$ cat config.mk
export PLATFORM = sky130hd
export DESIGN_NAME = enc164_arb
export DESIGN_NICKNAME = d
export VERILOG_FILES = /design/src/rtl/enc164_arb.sv
export SDC_FILE = /design/constraint.sdc
export NUM_CORES = 1
export LEC_CHECK = 0
export CAP_MARGIN = 20
export CORE_ASPECT_RATIO = 0.9
export CORE_MARGIN = 2
export CORE_UTILIZATION = 45
export CTS_CLUSTER_SIZE = 10
export DETAILED_ROUTE_END_ITERATION = 6
export HOLD_SLACK_MARGIN = 0.15
export PLACE_DENSITY = 0.87
export SYNTH_ARGS = -nofsm -noshare
export SYNTH_HDL_FRONTEND = slang
export SYNTH_SLANG_ARGS = --single-unit
$ cat constraint.sdc
create_clock -name i_clk -period 4.6 [get_ports i_clk]
set_clock_uncertainty 0.15 [all_clocks]
set_input_delay 0.92 -clock i_clk [delete_from_list [all_inputs] [get_ports i_clk]]
set_output_delay 0.92 -clock i_clk [all_outputs]
set_load 0.1 [all_outputs]
$ cat src/rtl/enc164_arb.sv
// 16-to-4 priority encoder with pending-request latching and a valid/ack
// handshake: one grant at a time, no preemption, one IDLE cycle between grants.
module enc164_arb #(
  parameter bit LOW_FIRST = 1'b1
) (
  input  logic        i_clk,
  input  logic        i_rst,
  input  logic [15:0] i_req,
  input  logic        i_ack,
  output logic [3:0]  o_code,
  output logic        o_valid,
  output logic [15:0] o_pend,
  output logic        o_busy,
  output logic [4:0]  o_pcnt
);

  localparam int unsigned N  = 16;
  localparam int unsigned CW = 4;
  localparam int unsigned PW = 5;

  typedef enum logic {S_IDLE, S_SERVE} state_t;

  state_t        r_state;
  logic [N-1:0]  r_pend;
  logic [CW-1:0] r_code;
  logic          r_valid;

  logic [CW-1:0] w_enc;
  logic [N-1:0]  w_clr;
  logic [PW-1:0] w_cnt;

  // Priority encode of the registered pend; the last match in scan order wins.
  always_comb begin
    w_enc = '0;
    if (LOW_FIRST) begin
      for (int i = N - 1; i >= 0; i--) begin
        if (r_pend[i]) w_enc = CW'(i);
      end
    end else begin
      for (int i = 0; i < N; i++) begin
        if (r_pend[i]) w_enc = CW'(i);
      end
    end
  end

  // Clear only the bit being served, and only on an accepted ack.
  always_comb begin
    w_clr = '0;
    if (r_valid && i_ack) w_clr = N'(1) << r_code;
  end

  always_comb begin
    w_cnt = '0;
    for (int i = 0; i < N; i++) begin
      w_cnt = w_cnt + PW'(r_pend[i]);
    end
  end

  // Pending register and grant FSM; req is OR-ed in after the clear so it wins.
  always_ff @(posedge i_clk) begin
    if (i_rst) begin
      r_state <= S_IDLE;
      r_pend  <= '0;
      r_code  <= '0;
      r_valid <= 1'b0;
    end else begin
      r_pend <= (r_pend & ~w_clr) | i_req;
      case (r_state)
        S_IDLE: begin
          if (|r_pend) begin
            r_state <= S_SERVE;
            r_valid <= 1'b1;
            r_code  <= w_enc;
          end
        end
        S_SERVE: begin
          if (i_ack) begin
            r_state <= S_IDLE;
            r_valid <= 1'b0;
          end
        end
        default: begin
          r_state <= S_IDLE;
          r_valid <= 1'b0;
        end
      endcase
    end
  end

  assign o_code  = r_code;
  assign o_valid = r_valid;
  assign o_pend  = r_pend;
  assign o_busy  = |r_pend;
  assign o_pcnt  = w_cnt;

endmodule

After elaboration in Yosys (flattened, before gate mapping) --
Index checks and enable logic that the tools add are counted.
Word-level totals: bits in registers 22, logic and storage cells 53
Cells by class: add/subtract/negate cells 15, shifts and indexed selects 1, muxes and demuxes 23, reduce and logical (&&, ||, !) cells 4, equal/unequal tests 2, bitwise operators 4
Operators by type and width (number):
- $mux W4 | 16
- $add A5 B1 Y5 | 11
- $and A16 B16 Y16 | 1
- $mux W16 | 1
- $not A16 Y16 | 1
- $or A16 B16 Y16 | 1
- $reduce_or A16 Y1 | 1
- $shl A1 B4 Y16 const A | 1
- $add A4 B1 Y5 | 1
- $add A3 B1 Y4 | 1
- $mux W1 | 4
- $ne A2 B2 Y1 const B | 2
- $pmux W1 S2 | 2
- $reduce_and A2 Y1 | 2
- $add A2 B1 Y3 | 1
- $add A1 B1 Y2 | 1
- $logic_and A1 B1 Y1 | 1
- $not A1 Y1 | 1

Depth between registers and ports, before layout --
depth after elaboration 16, mapped depth 12, depth with buffers taken out 12

Worst setup path before layout --
Ideal clock, no wire load.
path type flip-flop to output port, start register r_pend[5], in the netlist o_pend[5], end output o_pcnt[2], buffers on the path 0, stages on the path, launching flop included 11, path slack -1.880 ns, arrival 5.410 ns, data required time 3.530 ns, path through dfxtp_1 > inv_1 > fa_1 > fa_1 > fa_1 > fa_1 > inv_1 > ha_1 > inv_1 > fa_1 > xnor2_1
On the way: cells in the longest elaborated chain, start to end 11
Ends and longest elaborated chain:
- start: declaration | RTL line 24 | logic [N-1:0] r_pend;
- start signal: assignment | RTL line 67 | r_pend <= (r_pend & ~w_clr) | i_req;
- $add A5 B1 Y5 (11 in a row) | RTL line 55 | w_cnt = w_cnt + PW'(r_pend[i]);
- end: declaration | RTL line 14 | output logic [4:0] o_pcnt
Every way passes these cells.

Final worst setup path --
start register r_pend[7], in the netlist o_pend[7], end output o_pcnt[4]
On the way: cells in the longest elaborated chain, start to end 9
Ends and longest elaborated chain (RTL line):
- $add A5 B1 Y5 (9 in a row) | 55
Every way passes these cells.

==> run_results.csv <==
group,metric,value,unit
hold_path,holdCritStartpoint,"o_pend[10]",
route,total_wire_length,3899,µm
setup_path,crit_buf_inv,4,
clock_network,insertion_delay,320,ps
timing,period_share,105.4,%
timing,grt_setup_unrepaired,"yes",
route,detail_route.drc_violations,0,
logic_synthesis,synth_cells,168,
die,chipWidth,64.20,µm
setup_path,cp_dominant_cell_by_count,"sky130_fd_sc_hd__fa_1",
setup_path,register_to_register_setup_slack,2590,ps
finish,final.fill_count,236,
power,p_leak,0.0009562,µW
finish,cell_count_final_fillers_out,269,
setup_path,worst_setup_path_end_kind,"output port",
grt,grt_pass1_wl,6348,µm
placed_design,dp_hpwl,2884,µm
logic_synthesis,synth.cell_area,1468,µm²
placed_design,numPlacedInstances,257,
placed_design,port_buffers,45,
setup_path,worstPathCellList,"inv_2, fa_1, fa_1, fa_1, fa_1, inv_1, ha_2, inv_2, fa_2, nor2b_2, o21a_4, buf_12",
logic_synthesis,postSynth.topFlopCell,"sky130_fd_sc_hd__dfxtp_1",
clock_network,root_cell_of_the_clock_tree,"sky130_fd_sc_hd__clkbuf_4",
grt,groute.usage.overall,21.65,%
setup_path,worst_path_dominant_cell_family,"adder cells",
outcome,status,"finished, violations left",
die,core_area,3090,µm²
route,drt_pass1_iterations,4,
hold_path,hold_end,"o_pend[10]",
die,die_height,58.18,µm
timing,timing_max_transition_violations_final,0,
route,drtIter0Drc,54,
timing,timing.slew.headroom,34.31,%
die,die_area,3735,µm²
finish,register_area,478.0,µm²
route,wl_met2,1839,µm
die,std_cell_rows,19,
clock_network,clk_pin_slew,130,ps
route,wl_met1,1778,µm
setup_path,worst_setup_path_start_kind,"flip-flop",
placed_design,routabilityCongestion,0.9155,
logic_synthesis,synth_enable_flop_cells,0,
logic_synthesis,post_synthesis_cell_type_with_the_largest_combined_area,"sky130_fd_sc_hd__dfxtp_1",
run,drv.max_cap_violation_count,0,
clock_network,cts_num_sinks,22,
timing,max_slew.worst_pin.slew,982.2,ps
grt,maximum_number_of_pins_on_one_net_before_global_route_repair,22,
logic_synthesis,synth_seq_area_share,30.01,%
route,final_antenna_net_count,0,
route,maxUsedRoutingLayer,"met4",
die,start_util,47.49,%
die,io-pin-count,46,
setup_path,critical_path_class,"flip-flop to output port",
logic_synthesis,yosysTopAreaCellShare,30.01,%
logic_synthesis,synthesis.nets,203,
setup_path,ff2ff_path_depth,7,
timing,fmax,206.3,MHz
route,post_drt_wl_per_cell,14.49,µm
clock_network,tritoncts_buffers,3,
grt,first_global_vias,1399,
timing,timing.final.crit_period,4847,ps
finish,multi_input_comb_area,932.1,µm²
hold_path,hold_path_class,"flip-flop to flip-flop",
outcome,violations,"setup timing",
logic_synthesis,ys_async_sr_fraction,0,%
timing,report.final.setup_viol,4,
logic_synthesis,synth_cell_type_count,33,
timing,hold_viol_final,0,
power,power.density,656.2,nW/µm²
finish,final_antenna_diode_count,0,
setup_path,worst_ep_required_time,3530,ps
setup_path,critical_path.max_fanout,2,
setup_path,max_stage_delay,550,ps
finish,area.growth.synth_to_final,54.13,%
setup_path,r2r_start,"o_pend[0]",
clock_network,tritoncts,"done",
finish,finish.net_count,263,
hold_path,worstHoldPathCells,2,
grt,grt.overflow.total,0,
route,detailroute.via_count,1440,
finish,most-common-layout-cells,"sky130_fd_sc_hd__clkdlybuf4s50_1, sky130_fd_sc_hd__inv_1, sky130_fd_sc_hd__a21oi_1",
finish,mostFrequentLayoutCell,"sky130_fd_sc_hd__clkdlybuf4s50_1",
clock_network,cts_hold_buffers,0,
setup_path,crit_arrival,3780,ps
clock_network,cts_htree_levels,1,
route,wl_met3,245,µm
logic_synthesis,ys_seq_elements,22,
logic_synthesis,ys_top_cells_by_area,"sky130_fd_sc_hd__dfxtp_1, sky130_fd_sc_hd__fa_1, sky130_fd_sc_hd__inv_1, sky130_fd_sc_hd__a21oi_1, sky130_fd_sc_hd__ha_1",
finish,drive_gt1_share,22.91,%
placed_design,placement.setup.worst_slack,-23.43,ps
timing,postLayoutSetupSlackWorst,-247.3,ps
clock_network,cts_max_path_buffers,2,
grt,antenna_found_initial,0,
setup_path,timing.critical_path.slowest_stage_cell,"sky130_fd_sc_hd__fa_1",
logic_synthesis,avgSynthCellArea,8.736,µm²
route,vias_per_cell,5.353,
power,irDropWorstVdd,0.0003569,V
setup_path,worst_r2r_endpoint,"o_code[0]",
logic_synthesis,ys.warnings.count,0,
-- how the worst max path moves through the flow --
stage,cells after the start,startpoint,end
after floorplan,10,o_pend[11],o_pcnt[2]
after global placement,12,o_pend[0],o_pcnt[4]
after detailed placement,12,o_pend[13],o_pcnt[4]
after CTS,12,o_pend[7],o_pcnt[4]
after global routing,11,o_pend[7],o_pcnt[3]
final,12,o_pend[7],o_pcnt[4]
-- logic make-up (layout without fill, tap and decap cells) --
family / count (synthesis) / count (layout) / share of synthesized area (%)
flops: 22 / 22 / 30.01
fa+ha+maj: 16 / 16 / 18.76
xor+xnor: 2 / 2 / 1.194
simple gates: 37 / 37 / 17.39
buf+inv: 42 / 101 / 10.83
compound gates: 49 / 49 / 21.83
-- flip-flops by register name, summed over array words and instances, names as in the netlist --
name     cells
o_valid      1
o_pend      16
r_state      1
o_code       4
-- synth_stat cells, types with 2 or more instances --
master / n
sky130_fd_sc_hd__dfxtp_1: 22
sky130_fd_sc_hd__nand4b_1: 2
sky130_fd_sc_hd__a31o_1: 2
sky130_fd_sc_hd__nand4_1: 2
sky130_fd_sc_hd__o31ai_1: 4
sky130_fd_sc_hd__xnor2_1: 2
sky130_fd_sc_hd__a211oi_1: 2
sky130_fd_sc_hd__nor2_1: 7
sky130_fd_sc_hd__nand3_1: 2
sky130_fd_sc_hd__or3_1: 4
sky130_fd_sc_hd__nand2b_1: 4
sky130_fd_sc_hd__inv_1: 40
sky130_fd_sc_hd__fa_1: 10
sky130_fd_sc_hd__ha_1: 6
sky130_fd_sc_hd__nor3_1: 2
sky130_fd_sc_hd__o21ai_0: 12
sky130_fd_sc_hd__a21oi_1: 21
sky130_fd_sc_hd__nor4_4: 3
sky130_fd_sc_hd__nand2_1: 4
sky130_fd_sc_hd__nor3b_1: 4
-- stage by stage --
stage	hold slack [ps]	util, %	cell area, µm²	setup TNS (ps)	total power (µW)
floorplan	427.0	-	1563	-785.3	988.1
global placement	358.9	69.15	2137	0	1284
detailed placement	370.9	69.15	2137	-23.43	1304
CTS	390.3	72.71	2247	-970.9	1490
global route	406.1	73.20	2262	-1374	1547
finish	391.4	73.20	2262	-857.0	1485
-- worst register-to-register path, cell delays in order, from the launching register on --
cell	delay, ps
sky130_fd_sc_hd__dfxtp_4	370
sky130_fd_sc_hd__inv_4	50
sky130_fd_sc_hd__buf_4	100
sky130_fd_sc_hd__ha_1	140
sky130_fd_sc_hd__nor3b_1	470
sky130_fd_sc_hd__a41oi_4	230
sky130_fd_sc_hd__nor3b_1	300
sky130_fd_sc_hd__a31o_1	140
-- area by class of cell --
cell class	instances	area share, %
Multi-Input combinational cell	104	41.21
Timing Repair Buffer	57	26.11
Sequential cell	22	21.13
Inverter	40	6.914
Tap cell	42	2.323
Clock inverter	1	1.327
Clock buffer	3	0.9956
-- power breakdown --
group / leakage, µW / internal [µW] / switching, µW
clock network: 0.0000279 / 88.2 / 63.2
logic: 0.000740 / 418 / 689
registers: 0.000189 / 203 / 22.3
total: 0.000956 / 710 / 775
-- metal layers --
layer  global-route usage [%]  vias to the layer above
met5                        0                        -
met4                    4.863                        0
met3                    4.466                        6
met2                    37.80                       60
met1                    27.87                      689
li1                         -                      685
-- repair_timing --
action | 4_1_cts | 5_1_grt
resized for setup | 4 | 0
buffers inserted | 6 | 2
pin swaps | 4 | 0
cloned | 0 | 0
setup endpoints to repair | 4 | 4
hold endpoints to repair | 0 | 0
(Power assumes the default switching activity.)
